==> src/rtl/div_iter.sv <==
// Iterative radix-2 restoring divider for DIV/DIVU in the execute stage.
// Holds the pipeline via stall_divE and returns {HI=rem, LO=quo} with a one-cycle ready pulse.
module div_iter #(
  parameter int WIDTH = 32,
  parameter int CNT_W = 6
) (
  input  logic               clk,
  input  logic               rst,
  input  logic               start,
  input  logic               signed_div,
  input  logic [WIDTH-1:0]   a,
  input  logic [WIDTH-1:0]   b,
  input  logic               cancel,
  output logic               stall_divE,
  output logic               ready,
  output logic [2*WIDTH-1:0] result
);

  typedef enum logic [1:0] {
    S_IDLE,
    S_BUSY,
    S_DONE
  } state_t;

  state_t             state_q, state_d;
  logic [CNT_W-1:0]   cnt_q, cnt_d;
  logic [WIDTH-1:0]   rem_q, rem_d;
  logic [WIDTH-1:0]   quo_q, quo_d;
  logic [WIDTH-1:0]   dvs_q, dvs_d;
  logic               qneg_q, qneg_d;
  logic               rneg_q, rneg_d;
  logic [2*WIDTH-1:0] res_q, res_d;

  logic               a_neg;
  logic               b_neg;
  logic [WIDTH-1:0]   a_abs;
  logic [WIDTH-1:0]   b_abs;
  logic [WIDTH:0]     shift;
  logic [WIDTH:0]     trial;
  logic [WIDTH-1:0]   q_fin;
  logic [WIDTH-1:0]   r_fin;
  logic [2*WIDTH-1:0] fin;
  logic               last_it;

  assign a_neg = signed_div & a[WIDTH-1];
  assign b_neg = signed_div & b[WIDTH-1];
  assign a_abs = a_neg ? ('0 - a) : a;
  assign b_abs = b_neg ? ('0 - b) : b;

  // Partial remainder stays below the divisor, so W+1 bits hold the shift.
  assign shift = {rem_q, quo_q[WIDTH-1]};
  assign trial = shift - {1'b0, dvs_q};

  assign q_fin = qneg_q ? ('0 - quo_q) : quo_q;
  assign r_fin = rneg_q ? ('0 - rem_q) : rem_q;
  assign fin   = {r_fin, q_fin};

  assign last_it = (cnt_q == CNT_W'(WIDTH - 1));

  always_comb begin
    state_d = state_q;
    cnt_d   = cnt_q;
    rem_d   = rem_q;
    quo_d   = quo_q;
    dvs_d   = dvs_q;
    qneg_d  = qneg_q;
    rneg_d  = rneg_q;
    res_d   = res_q;
    unique case (state_q)
      S_IDLE: begin
        if (start && !cancel) begin
          cnt_d = '0;
          if (b == '0) begin
            // Divide by zero: HI = raw dividend, LO = all ones.
            rem_d   = a;
            quo_d   = '1;
            dvs_d   = '0;
            qneg_d  = 1'b0;
            rneg_d  = 1'b0;
            state_d = S_DONE;
          end else begin
            rem_d   = '0;
            quo_d   = a_abs;
            dvs_d   = b_abs;
            qneg_d  = signed_div & (a[WIDTH-1] ^ b[WIDTH-1]);
            rneg_d  = a_neg;
            state_d = S_BUSY;
          end
        end
      end
      S_BUSY: begin
        if (!trial[WIDTH]) begin
          rem_d = trial[WIDTH-1:0];
          quo_d = {quo_q[WIDTH-2:0], 1'b1};
        end else begin
          rem_d = shift[WIDTH-1:0];
          quo_d = {quo_q[WIDTH-2:0], 1'b0};
        end
        cnt_d = cnt_q + 1'b1;
        if (last_it) begin
          state_d = S_DONE;
        end
      end
      S_DONE: begin
        state_d = S_IDLE;
        if (!cancel) begin
          res_d = fin;
        end
      end
      default: begin
        state_d = S_IDLE;
      end
    endcase
    if (cancel) begin
      state_d = S_IDLE;
    end
  end

  always_ff @(posedge clk) begin
    if (rst) begin
      state_q <= S_IDLE;
      cnt_q   <= '0;
      rem_q   <= '0;
      quo_q   <= '0;
      dvs_q   <= '0;
      qneg_q  <= 1'b0;
      rneg_q  <= 1'b0;
      res_q   <= '0;
    end else begin
      state_q <= state_d;
      cnt_q   <= cnt_d;
      rem_q   <= rem_d;
      quo_q   <= quo_d;
      dvs_q   <= dvs_d;
      qneg_q  <= qneg_d;
      rneg_q  <= rneg_d;
      res_q   <= res_d;
    end
  end

  assign stall_divE = start & ~cancel & (state_q != S_DONE);
  assign ready      = (state_q == S_DONE) & ~cancel;
  assign result     = ready ? fin : res_q;

endmodule

==> config.mk <==
export PLATFORM = sky130hd
export DESIGN_NAME = div_iter
export DESIGN_NICKNAME = d
export VERILOG_FILES = /design/src/rtl/div_iter.sv
export SDC_FILE = /design/constraint.sdc
export NUM_CORES = 1
export LEC_CHECK = 0
export ABC_CLOCK_PERIOD_IN_PS = 3250
export BUFFER_PORTS_ARGS = -buffer_cell sky130_fd_sc_hd__buf_2
export CAP_MARGIN = 20
export CORE_ASPECT_RATIO = 1.5
export CORE_MARGIN = 3
export CORE_UTILIZATION = 54
export CTS_BUF_LIST = sky130_fd_sc_hd__clkbuf_8 sky130_fd_sc_hd__clkbuf_16
export DETAILED_ROUTE_END_ITERATION = 16
export PLACE_DENSITY = 0.76
export SLEW_MARGIN = 20
export SYNTH_ARGS = -nofsm -noshare
export SYNTH_HDL_FRONTEND = slang
export SYNTH_SLANG_ARGS = --single-unit
==> constraint.sdc <==
create_clock -name clk -period 3.25 [get_ports clk]
set_input_delay 0.65 -clock clk [delete_from_list [all_inputs] [get_ports clk]]
set_output_delay 0.65 -clock clk [all_outputs]
set_load 0.02 [all_outputs]
==> results of run 1 <==
state kept, by name (all words and copies together), names as in the netlist:
| register | count |
|---|---|
| state_q | 2 |
| cnt_q | 6 |
| quo_q | 32 |
| qneg_q | 1 |
| dvs_q | 32 |
| rneg_q | 1 |
| rem_q | 32 |
| res_q | 64 |
power groups by stage:
stage | Sequential (uW) | Combinational (uW) | Clock, uW
detailed placement | 2360 | 2180 | 0
floorplan | 2340 | 1470 | 0
global placement | 2350 | 2140 | 0
CTS | 2320 | 2320 | 2060
finish | 2340 | 2760 | 2060
global route | 2350 | 2960 | 2130
what timing repair did:
action	in CTS	in global routing
setup endpoints to repair	41	66
setup buffers	10	20
hold endpoints to repair	0	0
hold buffers	0	0
pin swaps	33	62
resized for setup	122	143
cloned	0	2
worst min-delay path, stage by stage, from the launching register on:
cell	delay, ns
dfxtp_1	0.31
nand2_1	0.05
a21oi_1	0.05
cell usage after synthesis, types with 14 or more instances:
library cell	number
a2111oi_0	16
a211oi_1	41
a21oi_1	132
a221oi_1	28
clkbuf_1	68
dfxtp_1	170
ha_1	37
inv_1	51
mux2_1	15
mux2_2	17
nand2_1	88
nand2b_1	18
nor2_1	197
nor2b_1	72
nor3_1	36
o21ai_0	64
o31ai_1	25
o41ai_1	14
xnor2_1	55
xor2_1	87
path summary, 6_finish.rpt:
check | endpoint | depth (start not counted)
max reg2reg | rem_q[15]$_SDFFE_PP0P_ | 14
min | dvs_q[16]$_SDFFE_PP0P_ | 2
max | result[28] | 11
min reg2reg | dvs_q[16]$_SDFFE_PP0P_ | 2
per-stage QoR:
step / utilization [%] / setup WS [ns] / hold WS [ns] / area, um2 / total power, uW
floorplan: - / 0.0321 / 0.432 / 11300 / 3810
global placement: 63.6 / -0.131 / 0.441 / 13000 / 4490
detailed placement: 63.6 / -0.230 / 0.446 / 13000 / 4530
CTS: 69.3 / -0.554 / 0.455 / 14100 / 6690
global route: 73.5 / -0.816 / 0.471 / 15000 / 7430
finish: 73.5 / -0.709 / 0.454 / 15000 / 7150
final cells by class:
class                           count  area, um2  share of cell area, %
Sequential cell                   170       3410                   22.8
Timing Repair Buffer              290       2190                   14.6
Clock inverter                     14        146                  0.976
Tap cell                          264        330                   2.20
Antenna cell                        2       5.00                 0.0334
Inverter                           51        196                   1.31
Clock buffer                       18        439                   2.93
Multi-Input combinational cell   1117       8280                   55.2
metal layers:
metal | routed length, um | global-route usage (%) | up-vias
li1 | - | - | 5528
met1 | 13900 | 33.9 | 5605
met2 | 18600 | 53.1 | 458
met3 | 2040 | 4.47 | 142
met4 | 2140 | 14.7 | 2
met5 | 7 | 0 | -
cell families after synthesis:
group           Yosys count  share of synthesized area [%]
simple gates            500                           21.8
flops                   170                           30.2
mux                      41                           4.00
compound gates          395                           23.7
xor+xnor                143                           11.2
buf+inv                 137                           4.83
fa+ha+maj                38                           4.29
==> flow_metrics.py, run 1 <==
metrics = {
    "run_status": {
        "status": "finished with violations",
        "violations": "negative setup slack",
    },
    "yosys": {
        "synthesis.area_mm2": 0.0113,
        "synth.top_cell.area_share_pct": 30.2,
        "synth_top_cell_by_area": "dfxtp_1",
        "syn_area_per_cell_um2": 7.91,
        "ys_top_cells_by_area": "dfxtp_1 30%, xor2_1 6.8%, nor2_1 6.6%",
        "synth_edf_count": 0,
        "synthArstFlopShare_pct": 0,
        "synthFlopType": "dfxtp_1",
        "yosysSeqAreaShare_pct": 30.2,
        "ys_warn_count": 0,
        "ys_types": 74,
        "ys_ff_latch": 170,
        "synth_nets": 1531,
        "synthesis.instances": 1424,
    },
    "critical_path": {
        "r2r_slack_ns": -0.01,
        "start_kind": "flip-flop",
        "endpoint_kind": "output pin",
        "startpoint": "quo_q[13]$_SDFFE_PP0P_",
        "path_class": "reg2out",
        "crit_fanout": 2,
        "max_stage_delay_ns": 0.56,
        "cp_common_cell": "or3_4",
        "crit_family": "simple AND/OR/NAND/NOR gates",
        "r2r_start": "rem_q[10]$_SDFFE_PP0P_",
        "worstPathRequired_ns": 2.60,
        "worstPathArrival_ns": 3.31,
        "worstPathCellList": "or4_4 -> nor4_4 -> nand2b_1 -> or3_4 -> nand2b_4 -> or3_4 -> buf_4 -> nand2_2 -> xor2_2 -> a21oi_2 -> buf_6",
        "critPathBufInv": 2,
        "slowest_stage": "or4_4",
    },
    "drt": {
        "vias": 11700,
        "ant_nets": 0,
        "wl_per_cell_um": 19.0,
        "drc_errors": 0,
        "drt_iter0_markers": 964,
        "wirelength_um": 36600,
        "viasPerCell": 6.09,
        "detail_route.first_pass.iterations": 6,
    },
    "sta": {
        "worst_slew_pin_slew_ns": 0.778,
        "slew_headroom_pct": 47.7,
        "finalSetupViolations": 33,
        "fin_skew_ns": 0.00963,
        "rsz0062_at_grt": "true",
        "timing.final.crit_share_pct": 122,
        "setup_ws_ns": -0.709,
        "layout_min_cycle_time_ns": 3.96,
        "fmax_mhz": 253,
        "drv_slew": 0,
        "fin_tns_setup_ns": -11.84,
        "hold_violations": 0,
    },
    "cells_and_area": {
        "mostFrequentLayoutCell": "nor2_1",
        "layout-drive-gt1-share_pct": 31.0,
        "fin_cells": 1926,
        "most-common-layout-cells": "193 x nor2_1, 161 x dfxtp_1, 137 x buf_4, 104 x buf_2, 100 x a21oi_1",
        "fillers": 1434,
        "num-nets-final": 1754,
        "area_growth_syn_to_layout_pct": 33.2,
    },
    "die": {
        "die_y_um": 183,
        "core-area_mm2": 0.0204,
        "num_rows": 64,
        "die_w_um": 124,
        "die_area_mm2": 0.0227,
        "num_io_pins": 135,
        "start_util_pct": 55.2,
    },
    "clock_network": {
        "clkSlewWorstSetupHoldPaths_ns": 0.07,
        "insertion_delay_ns": 0.45,
        "cts_buffers": 17,
        "cts-root-buf": "clkbuf_16",
        "clock_path_buffers": 2,
        "cts_sinks": 170,
        "cts_tree": "built",
        "htree_levels": 4,
    },
    "grt": {
        "antenna_found_initial": 3,
        "grt_start_max_net_pins": 66,
        "gr-total-overflow": 0,
        "groute.usage.overall_pct": 29.7,
        "grt_pass1_wl_um": 53800,
        "first_global_vias": 10800,
    },
    "worst_hold_path": {
        "min_from": "dvs_q[16]$_SDFFE_PP0P_",
        "hold_class": "reg2reg",
    },
    "power": {
        "p_leak_uw": 0.00619,
        "cell_internal_pwr_uw": 4660,
        "p_switching_uw": 2490,
        "clkPwrFrac_pct": 28.7,
        "power_density_mw_per_mm2": 477,
        "pwr-share-seq_pct": 32.7,
        "pwr-share-comb_pct": 38.6,
        "ir_worst_vdd_v": 0.000399,
        "sw_frac_of_total_pct": 34.8,
    },
    "place": {
        "portBuffers": 134,
        "dp_hpwl_um": 25800,
        "placedCellCount": 1862,
        "place_congestion": 0.990,
    },
    "job": {
        "drv_cap": 0,
    },
}
No activity file was read; power rests on OpenSTA's default activity.
==> run 2, diff against run 1 <==
--- a/config.mk
+++ b/config.mk
@@ -9,11 +9,13 @@
 export BUFFER_PORTS_ARGS = -buffer_cell sky130_fd_sc_hd__buf_2
 export CAP_MARGIN = 20
 export CORE_ASPECT_RATIO = 1.5
-export CORE_MARGIN = 3
+export CORE_MARGIN = 1.5
 export CORE_UTILIZATION = 54
 export CTS_BUF_LIST = sky130_fd_sc_hd__clkbuf_8 sky130_fd_sc_hd__clkbuf_16
 export DETAILED_ROUTE_END_ITERATION = 16
+export HOLD_SLACK_MARGIN = 0.15
 export PLACE_DENSITY = 0.76
+export REMOVE_ABC_BUFFERS = 1
 export SLEW_MARGIN = 20
 export SYNTH_ARGS = -nofsm -noshare
 export SYNTH_HDL_FRONTEND = slang
==> run 2 against run 1 <==
  * The flow still finishes with violations (negative setup slack)
  * Utilization is 0.48 points higher
  * Global-route usage is 0.40 points lower
  * Clock-buffer cell count stayed put
  * Critical path depth is 1 lower
  * Worst setup slack better by 0.16 ns
  * Clock skew is 0.0011 ns lower
  * Routed wire length is 2.6% lower
  * Power is 5.4% higher
  * Final cell count is 0.93% higher
  * Critical path type unchanged
  * Critical endpoint is now result[21]
  * Largest power group unchanged
==> flow_metrics.py, run 2 (synthesis gave the netlist of run 1 again) <==
metrics = {
    "cells_and_area": {
        "post-route-util_pct": 74.0,
        "layout-drive-gt1-share_pct": 31.6,
        "seqCellArea_mm2": 0.00342,
        "most-common-layout-cells": "194 x nor2_1, 168 x buf_4, 158 x dfxtp_1, 116 x a21oi_1, 99 x buf_2",
        "num-nets-final": 1767,
        "fin_cells": 1944,
        "mostFrequentLayoutCell": "nor2_1",
        "top_register": "res_q",
        "multi_input_area_mm2": 0.00823,
        "largest_register_ffs": 64,
        "fillers": 1402,
        "area_growth_syn_to_layout_pct": 34.1,
        "final_cell_area_mm2": 0.0151,
    },
    "die": {
        "core-area_mm2": 0.0204,
        "num_io_pins": 135,
        "num_rows": 64,
        "die_y_um": 180,
        "die_area_mm2": 0.0218,
        "die_w_um": 121,
        "start_util_pct": 55.2,
    },
    "clock_network": {
        "cts_buffers": 17,
        "htree_levels": 4,
        "insertion_delay_ns": 0.44,
        "clock_path_buffers": 2,
        "hold_buffers": 0,
        "cts_sinks": 170,
        "cts_tree": "built",
        "clkSlewWorstSetupHoldPaths_ns": 0.06,
        "cts-root-buf": "clkbuf_16",
    },
    "critical_path": {
        "crit_fanout": 4,
        "worstPathRequired_ns": 2.60,
        "start_kind": "flip-flop",
        "endpoint_kind": "output pin",
        "path_class": "reg2out",
        "r2r_start": "rem_q[8]$_SDFFE_PP0P_",
        "r2r_cells": 13,
        "worstPathArrival_ns": 3.15,
        "crit_end": "result[21]",
        "r2r_slack_ns": -0.05,
        "r2r_end": "rem_q[4]$_SDFFE_PP0P_",
        "startpoint": "quo_q[3]$_SDFFE_PP0P_",
    },
    "power": {
        "clkPwrFrac_pct": 30.0,
        "power_density_mw_per_mm2": 499,
        "p_switching_uw": 2590,
        "pwr-share-seq_pct": 30.9,
        "pwr-share-comb_pct": 39.2,
        "sw_frac_of_total_pct": 34.3,
        "p_leak_uw": 0.00627,
        "ir_worst_vdd_v": 0.000426,
        "cell_internal_pwr_uw": 4950,
    },
    "job": {
        "drv_cap": 0,
    },
    "sta": {
        "fin_tns_setup_ns": -11.03,
        "fmax_mhz": 263,
        "slew_headroom_pct": 40.4,
        "drv_slew": 0,
        "fin_skew_ns": 0.00852,
        "rsz0062_at_grt": "true",
        "hold_slack_ns": 0.469,
        "worst_slew_pin_slew_ns": 0.886,
        "layout_min_cycle_time_ns": 3.80,
        "finalSetupViolations": 44,
        "setup_ws_ns": -0.551,
        "hold_violations": 0,
        "timing.final.crit_share_pct": 117,
    },
    "grt": {
        "groute.usage.overall_pct": 29.3,
        "first_global_vias": 10700,
        "antenna_found_initial": 7,
        "grt_start_max_net_pins": 98,
        "gr-total-overflow": 0,
        "grt_pass1_wl_um": 51900,
    },
    "drt": {
        "ant_nets": 0,
        "vias": 11700,
        "drc_errors": 0,
        "detail_route.first_pass.iterations": 5,
        "wirelength_um": 35700,
        "viasPerCell": 6.04,
        "drt_iter0_markers": 906,
        "wl_per_cell_um": 18.3,
    },
    "worst_hold_path": {
        "hold_class": "reg2reg",
        "min_from": "dvs_q[31]$_SDFFE_PP0P_",
    },
    "run_status": {
        "status": "finished with violations",
        "violations": "negative setup slack",
    },
    "place": {
        "portBuffers": 134,
        "dpl_cell_area_mm2": 0.0130,
        "placedCellCount": 1863,
        "dp_hpwl_um": 23200,
        "place_congestion": 0.905,
    },
}
[run 2: cell types whose count changed in the layout (fill, tap and decap cells not counted), moves of 5 or more]
| cell | delta |
|---|---|
| buf_4 | +31 |
| a21oi_1 | +16 |
| a21oi_2 | -16 |
| buf_6 | -13 |
| buf_2 | -5 |
| diode_2 | +5 |
[run 2: how the worst min path moves through the flow]
stage / endpoint / slack [ns] / cells past startpoint
2_1_floorplan: dvs_q[16]$_SDFFE_PP0P_ / 0.43 / 2
3_3_place_gp: dvs_q[31]$_SDFFE_PP0P_ / 0.44 / 2
3_5_place_dp: dvs_q[4]$_SDFFE_PP0P_ / 0.46 / 2
4_1_cts: dvs_q[31]$_SDFFE_PP0P_ / 0.47 / 2
5_1_grt: dvs_q[0]$_SDFFE_PP0P_ / 0.49 / 2
6_report: dvs_q[31]$_SDFFE_PP0P_ / 0.47 / 2
[run 2: stage by stage]
stage	worst slack [ns]	power (uW)
finish	-0.551	7540
global route	-0.647	7830
CTS	-0.505	6960
detailed placement	-0.168	4550
global placement	-0.152	4500
floorplan	-2.92	3750
[run 2: routing by layer]
metal	track usage [%]	vias to the layer above	wire length, um
li1	-	5556	-
met1	34.2	5492	13800
met2	51.2	535	17900
met3	4.25	158	2100
met4	15.6	0	1870
met5	0	-	0
[run 2: what timing repair did]
item                       in CTS  in global routing
pin swaps                      40                 73
gates resized for setup       115                140
buffers inserted               21                 20
setup endpoints to repair      46                 69
gates cloned                    0                  4
[run 2: worst max-delay path, stage by stage, from the launching register on]
cell     delay, ns
dfxtp_2       0.32
or4_4         0.57
buf_6         0.15
buf_6         0.11
nor4_4        0.20
nand2_2       0.17
or3_4         0.41
o31ai_2       0.22
xor2_1        0.12
a21oi_1       0.26
buf_4         0.19
[run 2: final cells by class]
type | count | share of cell area [%]
timing repair buffer | 303 | 15.0
clock buffer | 18 | 2.91
sequential | 170 | 22.6
clock inverter | 14 | 1.39
multi-input combinational | 1117 | 54.5
antenna | 7 | 0.116
inverter | 51 | 1.27
tap | 264 | 2.19
[run 2: power groups by stage]
stage	Sequential, uW	Combinational, uW	Clock [uW]
finish	2330	2950	2260
global placement	2340	2160	0
detailed placement	2340	2200	0
CTS	2310	2390	2260
global route	2340	3150	2350
floorplan	2350	1400	0
==> run 3, diff against run 2 <==
--- a/config.mk
+++ b/config.mk
@@ -5,12 +5,12 @@
 export SDC_FILE = /design/constraint.sdc
 export NUM_CORES = 1
 export LEC_CHECK = 0
-export ABC_CLOCK_PERIOD_IN_PS = 3250
+export ABC_AREA = 1
 export BUFFER_PORTS_ARGS = -buffer_cell sky130_fd_sc_hd__buf_2
 export CAP_MARGIN = 20
 export CORE_ASPECT_RATIO = 1.5
 export CORE_MARGIN = 1.5
-export CORE_UTILIZATION = 54
+export CORE_UTILIZATION = 55
 export CTS_BUF_LIST = sky130_fd_sc_hd__clkbuf_8 sky130_fd_sc_hd__clkbuf_16
 export DETAILED_ROUTE_END_ITERATION = 16
 export HOLD_SLACK_MARGIN = 0.15
==> run 3 against run 2 <==
  * The flow now finishes without violations
  * Area after synthesis rose by 23%
  * Non-clock buffer count fell by 134
  * Cell area increased by 3.4%
  * Final cell count increased by 44%
  * Critical path type unchanged
==> flow_metrics.py, run 3 <==
metrics = {
    "run_status": {
        "status": "finished, final reports clean",
    },
    "worst_hold_path": {
        "hold_path_end": "state_q[0]$_SDFFE_PP0P_",
        "holdPathStages": 2,
        "min_from": "cancel",
        "hold_class": "in2reg",
    },
    "die": {
        "num_io_pins": 135,
        "die_area_mm2": 0.0262,
        "start_util_pct": 56.5,
        "die_w_um": 133,
        "die_y_um": 197,
        "num_rows": 70,
        "core-area_mm2": 0.0245,
    },
    "sta": {
        "fmax_mhz": 318,
        "drv_slew": 0,
        "slew_headroom_pct": 57.3,
        "finalSetupViolations": 0,
        "hold_violations": 0,
        "timing.final.crit_share_pct": 96.6,
        "worst_slew_pin_slew_ns": 0.638,
        "fin_skew_ns": 0.00987,
        "layout_min_cycle_time_ns": 3.14,
    },
    "drt": {
        "wirelength_um": 47500,
        "wl_per_cell_um": 17.0,
        "vias": 15200,
        "viasPerCell": 5.45,
        "drt_iter0_markers": 1006,
        "drc_errors": 0,
        "detail_route.first_pass.iterations": 5,
        "ant_nets": 0,
    },
    "place": {
        "dp_hpwl_um": 37300,
        "portBuffers": 134,
        "place_congestion": 0.968,
        "placedCellCount": 2752,
    },
    "clock_network": {
        "cts_tree": "built",
        "insertion_delay_ns": 0.45,
        "clkSlewWorstSetupHoldPaths_ns": 0.07,
        "cts_sinks": 170,
        "cts-root-buf": "clkbuf_16",
        "htree_levels": 4,
        "clock_path_buffers": 2,
        "cts_buffers": 17,
    },
    "critical_path": {
        "r2r_end": "rem_q[20]$_SDFFE_PP0P_",
        "critPathBufInv": 2,
        "worstPathCellList": "nor2_2 -> nand2_1 -> nor2_1 -> nand3_2 -> buf_4 -> o21ai_0 -> xor2_1 -> o21ai_0 -> buf_2",
        "crit_fanout": 7,
        "r2r_cells": 19,
        "r2r_start": "quo_q[31]$_SDFFE_PP0P_",
        "slowest_stage": "dfxtp_1",
        "crit_family": "simple AND/OR/NAND/NOR gates",
        "max_stage_delay_ns": 0.41,
        "endpoint_kind": "output pin",
        "r2r_slack_ns": 0.54,
        "worstPathArrival_ns": 2.49,
        "path_class": "reg2out",
        "start_kind": "flip-flop",
        "cp_common_cell": "o21ai_0",
        "startpoint": "rem_q[15]$_SDFFE_PP0P_",
        "worstPathRequired_ns": 2.60,
    },
    "power": {
        "p_leak_uw": 0.00792,
        "ir_worst_vdd_v": 0.000489,
        "power_density_mw_per_mm2": 448,
    },
    "yosys": {
        "synth_edf_count": 0,
        "syn_area_per_cell_um2": 5.88,
        "synth.top_cell.area_share_pct": 24.6,
        "synth_common_cells": "652 x nand2_1, 341 x inv_1, 299 x nor2_1, 183 x nand3_1, 170 x dfxtp_1",
        "ys_types": 52,
        "ys_top_cells_by_area": "dfxtp_1 25%, nand2_1 18%, inv_1 9.2%",
        "synthFlopType": "dfxtp_1",
        "synthArstFlopShare_pct": 0,
        "ys_warn_count": 0,
        "ys_ff_latch": 170,
        "synthesis.instances": 2355,
        "synth_top_cell_by_area": "dfxtp_1",
        "yosysMostFrequentCell": "nand2_1",
        "synthesis.area_mm2": 0.0138,
        "yosysSeqAreaShare_pct": 24.6,
    },
    "grt": {
        "groute.usage.overall_pct": 36.5,
        "grt_pass1_wl_um": 74600,
        "antenna_found_initial": 1,
        "first_global_vias": 14700,
        "gr-total-overflow": 0,
        "grt_start_max_net_pins": 80,
    },
    "cells_and_area": {
        "mostFrequentLayoutCell": "nand2_1",
        "post-route-util_pct": 63.7,
        "fin_cells": 2793,
        "layout-drive-gt1-share_pct": 13.6,
        "most-common-layout-cells": "647 x nand2_1, 334 x inv_1, 287 x nor2_1, 176 x nand3_1, 167 x dfxtp_1",
        "num-nets-final": 2563,
        "largest_register_ffs": 64,
        "area_growth_syn_to_layout_pct": 12.8,
        "top_register": "res_q",
    },
    "job": {
        "drv_cap": 0,
    },
}
run 3: cell types whose count changed after synthesis, sizes merged, moves of 21 or more:
| cell | previous run | this run |
|---|---|---|
| a211oi | 42 | 9 |
| nand2 | 88 | 679 |
| a221oi | 38 | 10 |
| inv | 51 | 351 |
| xor2 | 87 | 61 |
| nor2b | 73 | 0 |
| nand3 | 11 | 186 |
| o21ai | 68 | 115 |
| nor2 | 198 | 325 |
| nand4 | 1 | 60 |
| nor3 | 38 | 17 |
| o31ai | 27 | 4 |
| mux2 | 32 | 0 |
| xnor2 | 56 | 20 |
run 3: cells by family after synthesis:
logic type      after synthesis  synth area share [%]
xor+xnor                     81                  5.12
simple gates               1321                  41.9
fa+ha+maj                    38                  3.49
flops                       170                  24.6
buf+inv                     442                  12.6
compound gates              303                  12.4
run 3: worst max path at each step:
stage,endpoint,slack (ns),cells after the start
2_1_floorplan,result[42],-2.69,3
3_3_place_gp,rem_q[31]$_SDFFE_PP0P_,0.19,13
3_5_place_dp,rem_q[31]$_SDFFE_PP0P_,0.19,13
4_1_cts,result[46],0.004,10
5_1_grt,result[42],-0.03,6
6_report,result[52],0.11,9
run 3: metrics by stage:
stage | setup slack [ns] | power (uW) | instance area (um2) | hold slack [ns] | setup TNS [ns]
finish | 0.109 | 7000 | 15600 | 0.458 | 0
global route | -0.0272 | 7410 | 15600 | 0.456 | -0.0523
CTS | 0.00419 | 6910 | 15500 | 0.442 | 0
detailed placement | 0.188 | 4890 | 14800 | 0.455 | 0
global placement | 0.194 | 4870 | 14800 | 0.452 | 0
floorplan | -2.69 | 4140 | 13400 | 0.434 | -309.11
run 3: routing by layer:
| metal | GRT usage [%] | share of wire (%) |
|---|---|---|
| met1 | 35.9 | 36 |
| met2 | 69.8 | 52 |
| met3 | 4.08 | 4.0 |
| met4 | 27.1 | 7.6 |
| met5 | 0 | 0 |
run 3: area by class of cell:
cell class / instances / area, um2
fillers: 2464 / 8910
clock inverters: 11 / 97.6
clock buffers: 20 / 467
repair buffers: 169 / 1030
inverters: 355 / 1330
well taps: 324 / 405
flip-flops and latches: 170 / 3410
diodes: 1 / 2.50
multi-input cells: 1743 / 8880
run 3: timing repair:
item | in CTS | in global routing
pin swaps | 0 | 6
buffers inserted | 1 | 8
endpoints found under the setup margin | 15 | 19
hold buffers | 0 | 0
gates resized for setup | 18 | 31
run 3: where the power goes:
group / switching (uW) / total [uW] / internal, uW
Combinational: 1780 / 2650 / 873
Sequential: 144 / 2320 / 2180
Clock: 915 / 2020 / 1110
